## src/rtl/uart_rx_framer.sv

```systemverilog
// uart_rx_framer
//
// Serial-to-parallel UART receive stage. Synchronizes the raw RX line,
// detects the start bit, samples every bit at its centre and delivers one
// DATA_BITS-wide word per good frame with a single-cycle valid strobe.
//
// Optional feature: define UART_RX_PARITY_EN to add an even-parity bit
// between the payload and the stop bit. Without it, parity_error is tied 0
// and the port list is unchanged.
//
// Parameters:
//   CLKS_PER_BIT  clock cycles per serial bit (even, >= 4)
//   DATA_BITS     payload bits per frame (5..9), LSB first
//
// Ports:
//   clock          system clock, all state updates on posedge
//   reset          asynchronous active-high reset
//   serial_in      raw asynchronous RX line, idles high
//   data_out       last good received word, held until the next good frame
//   data_valid     one-cycle pulse when data_out is updated
//   framing_error  one-cycle pulse when the stop bit samples 0
//   parity_error   one-cycle pulse on parity mismatch (0 without parity)
//   busy           high whenever the FSM is not idle
//
// state   | meaning
// --------+--------------------------------------------------------------
// IDLE    | line idle, waiting for rx_s == 0
// START   | counting to the start-bit centre, rejecting glitches
// DATA    | sampling DATA_BITS payload bits, one per bit period
// PARITY  | sampling the even-parity bit (UART_RX_PARITY_EN only)
// STOP    | sampling the stop bit and issuing the result pulse
// BREAK   | stop bit was 0; waiting for the line to return high

module uart_rx_framer #(
   parameter int CLKS_PER_BIT = 16,
   parameter int DATA_BITS    = 8
) (
   input  logic                 clock,
   input  logic                 reset,
   input  logic                 serial_in,
   output logic [DATA_BITS-1:0] data_out,
   output logic                 data_valid,
   output logic                 framing_error,
   output logic                 parity_error,
   output logic                 busy
);

   localparam int CNT_W = $clog2(CLKS_PER_BIT);
   localparam int IDX_W = $clog2(DATA_BITS);

   localparam logic [CNT_W-1:0] HALF_M1  = CNT_W'(CLKS_PER_BIT / 2 - 1);
   localparam logic [CNT_W-1:0] FULL_M1  = CNT_W'(CLKS_PER_BIT - 1);
   localparam logic [IDX_W-1:0] LAST_IDX = IDX_W'(DATA_BITS - 1);

   typedef enum logic [2:0] {
      ST_IDLE,
      ST_START,
      ST_DATA,
`ifdef UART_RX_PARITY_EN
      ST_PARITY,
`endif
      ST_STOP,
      ST_BREAK
   } state_t;

   state_t               state, state_nxt;
   logic                 sync1, rx_s;
   logic [CNT_W-1:0]     cnt, cnt_nxt;
   logic [IDX_W-1:0]     idx, idx_nxt;
   logic [DATA_BITS-1:0] shift, shift_nxt;
   logic [DATA_BITS-1:0] data_nxt;
   logic                 valid_nxt, ferr_nxt, perr_nxt;
   logic                 bit_end;

`ifdef UART_RX_PARITY_EN
   logic                 par_bad, par_bad_nxt;
`endif

   // Synchronizer flops reset to the idle level so reset never fakes a start.
   always_ff @(posedge clock or posedge reset) begin
      if (reset) begin
         sync1 <= 1'b1;
         rx_s  <= 1'b1;
      end else begin
         sync1 <= serial_in;
         rx_s  <= sync1;
      end
   end

   always_ff @(posedge clock or posedge reset) begin
      if (reset) begin
         state         <= ST_IDLE;
         cnt           <= '0;
         idx           <= '0;
         shift         <= '0;
         data_out      <= '0;
         data_valid    <= 1'b0;
         framing_error <= 1'b0;
         parity_error  <= 1'b0;
`ifdef UART_RX_PARITY_EN
         par_bad       <= 1'b0;
`endif
      end else begin
         state         <= state_nxt;
         cnt           <= cnt_nxt;
         idx           <= idx_nxt;
         shift         <= shift_nxt;
         data_out      <= data_nxt;
         data_valid    <= valid_nxt;
         framing_error <= ferr_nxt;
`ifdef UART_RX_PARITY_EN
         parity_error  <= perr_nxt;
         par_bad       <= par_bad_nxt;
`else
         parity_error  <= 1'b0;
`endif
      end
   end

   // The start bit is sampled half a bit after detection; every later bit
   // one full bit period after the previous sample.
   assign bit_end = (state == ST_START) ? (cnt == HALF_M1) : (cnt == FULL_M1);

   always_comb begin
      state_nxt = state;
      cnt_nxt   = cnt;
      idx_nxt   = idx;
      shift_nxt = shift;
      data_nxt  = data_out;
      valid_nxt = 1'b0;
      ferr_nxt  = 1'b0;
      perr_nxt  = 1'b0;
`ifdef UART_RX_PARITY_EN
      par_bad_nxt = par_bad;
`endif

      if (state != ST_IDLE && state != ST_BREAK) begin
         cnt_nxt = bit_end ? '0 : cnt + CNT_W'(1);
      end

      case (state)
         ST_IDLE: begin
            if (!rx_s) begin
               state_nxt = ST_START;
               cnt_nxt   = '0;
               idx_nxt   = '0;
            end
         end
         ST_START: begin
            if (bit_end) begin
               state_nxt = rx_s ? ST_IDLE : ST_DATA;
            end
         end
         ST_DATA: begin
            if (bit_end) begin
               shift_nxt = {rx_s, shift[DATA_BITS-1:1]};
               if (idx == LAST_IDX) begin
`ifdef UART_RX_PARITY_EN
                  state_nxt = ST_PARITY;
`else
                  state_nxt = ST_STOP;
`endif
               end else begin
                  idx_nxt = idx + IDX_W'(1);
               end
            end
         end
`ifdef UART_RX_PARITY_EN
         ST_PARITY: begin
            if (bit_end) begin
               // Even parity: payload plus parity bit must hold an even count of ones.
               par_bad_nxt = rx_s ^ (^shift);
               state_nxt   = ST_STOP;
            end
         end
`endif
         ST_STOP: begin
            if (bit_end) begin
               if (rx_s) begin
                  state_nxt = ST_IDLE;
`ifdef UART_RX_PARITY_EN
                  if (par_bad) begin
                     perr_nxt = 1'b1;
                  end else begin
                     data_nxt  = shift;
                     valid_nxt = 1'b1;
                  end
`else
                  data_nxt  = shift;
                  valid_nxt = 1'b1;
`endif
               end else begin
                  // Framing error takes precedence over any parity result.
                  ferr_nxt  = 1'b1;
                  state_nxt = ST_BREAK;
               end
            end
         end
         ST_BREAK: begin
            if (rx_s) begin
               state_nxt = ST_IDLE;
            end
         end
         default: begin
            state_nxt = ST_IDLE;
         end
      endcase
   end

   assign busy = (state != ST_IDLE);

endmodule
```

## config.mk

```make
export PLATFORM = sky130hd
export DESIGN_NAME = uart_rx_framer
export DESIGN_NICKNAME = d
export VERILOG_FILES = /design/src/rtl/uart_rx_framer.sv
export SDC_FILE = /design/constraint.sdc
export NUM_CORES = 1
export LEC_CHECK = 0
export CAP_MARGIN = 20
export CORE_MARGIN = 2
export CORE_UTILIZATION = 35
export CTS_CLUSTER_SIZE = 28
export DETAILED_ROUTE_END_ITERATION = 16
export GPL_TIMING_DRIVEN = 1
export SKIP_CTS_REPAIR_TIMING = 1
export SLEW_MARGIN = 15
export SYNTH_ARGS = -nofsm -noshare
export SYNTH_HDL_FRONTEND = slang
export SYNTH_SLANG_ARGS = --single-unit
```

## constraint.sdc

```tcl
create_clock -name clock -period 4.6 [get_ports clock]
set_clock_uncertainty 0.2 [all_clocks]
set_input_delay 0.46 -clock clock [delete_from_list [all_inputs] [get_ports clock]]
set_output_delay 0.46 -clock clock [all_outputs]
set_load 0.01 [all_outputs]
```

==> results.md <==
* Status: finished, final reports clean
* Crit start category: flop
* Count leader, synth: dfrtp_1
* Sequential area share after synthesis at 55.7%
* Synth Cell Area at 1350 um^2
* F_max at 431 MHz
* Max FO, Critical Path at 7
* Critical path depth at 3
* Register share of total power at 50.1%
* Met3 routed WL at 121 um
* Synth Area in Simple Gates at 13.1%
* Layout cell share with drive strength beyond 1 at 24.8%
* FF-to-FF path depth at 4
* Worst Path Class, Setup: reg -> out
* Via density at 4.86
* Filler cells at 361
* Clock latency on the worst-skew pair at 280 ps
* Ys flop type: dfrtp_1
* Antenna violations before repair at 0
* Diodes inserted at 0
* Die Y at 66.1 um
* Worst setup path end: busy
* Total wire length at 2220 um
* Root buf cell: clkbuf_8
* Total track usage at 12.0%
* Row Count at 22
* Worst Setup End Kind: output pin
* CP Data Required Time at 3940 ps
* Worst hold path depth at 0
* Slowest cell on crit path: clkdlybuf4s50_1
* Max-cap violation count at 0
* Crit path DAT at 1660 ps
* Hold Vio Cnt, Final at 0
* Main combinational cell family by area after synthesis: multiplexers
* DRC viols at 0
* Synth top cells by count: dfrtp_1 (28), mux2_4 (16), nand2_1 (9), nor2_1 (9), o21ai_0 (5)
* Grt total ovfl at 0
* Post-Synth XOR/XNOR Area at 0%
* H-tree depth at 2
* Core area at 3690 um^2
* ANT nets after route at 0
* Post-synth net total at 108
* Reg clk slew, reported paths at 60 ps
* Sw Ratio at 29.5%
* Area fraction of the dominant cell type after synthesis at 51.9%
* Distinct cells, synth at 29
* Final min period at 2320 ps
* Post-Synth Adder-Cell Area at 2.78%
* EDFF count, synth at 0
* HP Class: reg -> reg
* Avg Synthesized Cell Area at 13.2 um^2
* Reg2Reg Setup Slack at 2600 ps
* Chip width at 66.1 um
* Final GP Congestion at 0.723
* Util after Layout at 44.0%
* Cell internal pwr at 0.479 mW
* Flops & latches, synth at 30
* R2r endpoint: shift[0]
* Pwr/cell area at 419 nW/um^2
* Drt first pass iters at 4
* Drt wl/cell at 13.1 um
* Slew Viols, Final at 0
* Post-DP HPWL at 1570 um
* Rel. slew slack at 56.2%
* Tightest Pin Transition at 656 ps
* Iteration-0 DRC count of the detailed router at 32
* Num ports at 15
* Met2 WL at 983 um
* Die area at 4370 um^2
* Cell Chain, Critical Path: nor2_1, nand2_1, clkdlybuf4s50_1
* P_leak at 0.798 nW
* Layout Nets at 126
* Switching Power at 0.201 mW
* TritonCTS clock tree: done
* Initial Utilization at 36.6%
* Largest area contributor in the netlist: dfrtp_1
* Synth warn at 0
* CP Buf/Inv Count at 1
* Comb power frac at 18.7%
* Instance count of the mapped netlist at 102
* RR Startpoint: cnt[0]
* Num CTS Buffers at 5
* Tcrit/Tclk final at 50.4%
* Largest net degree at the start of global routing at 17
* Synth area leaders: dfrtp_1 (52%), mux2_4 (18%), dfstp_2 (3.9%), ha_1 (2.8%), nand2_1 (2.5%)
* Area grow syn2layout at 20.2%
* Vias in the first global route at 788
* Async set or reset register ratio after synthesis at 100%
* First-pass GRT wire length at 3750 um
* Vias at 822
* Uppermost layer routed: met4
* IO buf count at 13
* CTS max path bufs at 2
* Slowest stage delay, CP at 480 ps
* WL met1 at 1070 um
* RSZ-0062 raised after global routing: no
* Post-synthesis mux area share at 19.3%
* CP startpoint: state[1]
* Count of clock tree sinks at 30
* Top delay family on crit path: buffers and inverters
* Final Setup Violations at 0
* TNS Setup at 0 ps
* Worst VDD drop at 0.000122 V
* Clk pwr share at 31.3%
* Compound-gate portion of the synthesized area at 6.02%
-- kinds of logic after synthesis --
family                   after synthesis
flip-flops                            30
adder cells (fa/ha/maj)                3
other                                  1
buffers and inverters                  7
multiplexers                          18
AO/OA/AOI/OAI                         12
AND/OR/NAND/NOR                       31
-- state kept, by name, summed over array words and instances, names as in the netlist --
| name | count |
|---|---|
| data_out | 8 |
| sync1 | 1 |
| state | 3 |
| data_valid | 1 |
| idx | 3 |
| shift | 8 |
| cnt | 4 |
| framing_error | 1 |
| rx_s | 1 |
-- layout make-up --
class,instances,area [um^2],area share (%)
tap,48,60.1,3.70
clock inverter,1,5.00,0.308
timing repair buffer,14,145,8.94
multi-input combinational,65,559,34.4
clock buffer,7,86.3,5.32
inverter,4,15.0,0.924
sequential,30,753,46.4
-- power groups by stage --
stage / Clock (mW) / Combinational (mW) / Sequential [mW]
floorplan: 0 / 0.0992 / 0.333
global placement: 0 / 0.118 / 0.341
detailed placement: 0 / 0.128 / 0.343
CTS: 0.220 / 0.127 / 0.339
global route: 0.235 / 0.145 / 0.345
finish: 0.213 / 0.127 / 0.340
-- layer usage --
| layer | vias up | GRT usage, % |
|---|---|---|
| li1 | 384 | - |
| met1 | 410 | 15.3 |
| met2 | 21 | 16.5 |
| met3 | 7 | 6.30 |
| met4 | 0 | 5.87 |
| met5 | - | 0 |
-- cell usage in the layout (no fill, tap or decap), drive strengths merged --
cell,count
o211ai,1
conb,1
mux2,16
a21oi,1
clkbuf,7
nand3,1
dfstp,2
dfrtp,28
inv,4
nor2,9
o311a,1
nor2b,1
or2,3
o2111ai,1
and3,1
a22o,2
mux2i,2
nand4,1
nor3b,1
nand2,10
nor3,3
clkdlybuf4s50,13
buf,1
o21ai,5
clkinv,1
nand2b,1
ha,3
o21a,1
-- stage by stage --
stage	cell area, um^2	hold slack (ps)	instances	setup WS (ps)	power [mW]
finish	1620	157	169	2280	0.680
global placement	1520	147	160	2600	0.459
detailed placement	1530	151	161	2590	0.471
CTS	1620	159	169	2280	0.686
global route	1620	162	169	2210	0.725
floorplan	1350	145	102	2820	0.432
-- worst register-to-register path, delay by kind of cell (launching register included) --
family / cells / cell delay (ps)
adder cells (fa/ha/maj): 1 / 310
AND/OR/NAND/NOR: 2 / 610
flip-flops: 1 / 400
multiplexers: 1 / 360
-- worst min-delay path by stage --
stage	startpoint	to	slack, ps
finish	sync1	rx_s	160
floorplan	sync1	rx_s	150
CTS	sync1	rx_s	160
global route	sync1	rx_s	160
global placement	sync1	rx_s	150
detailed placement	sync1	rx_s	150
No activity file was read; power rests on OpenSTA's default activity.
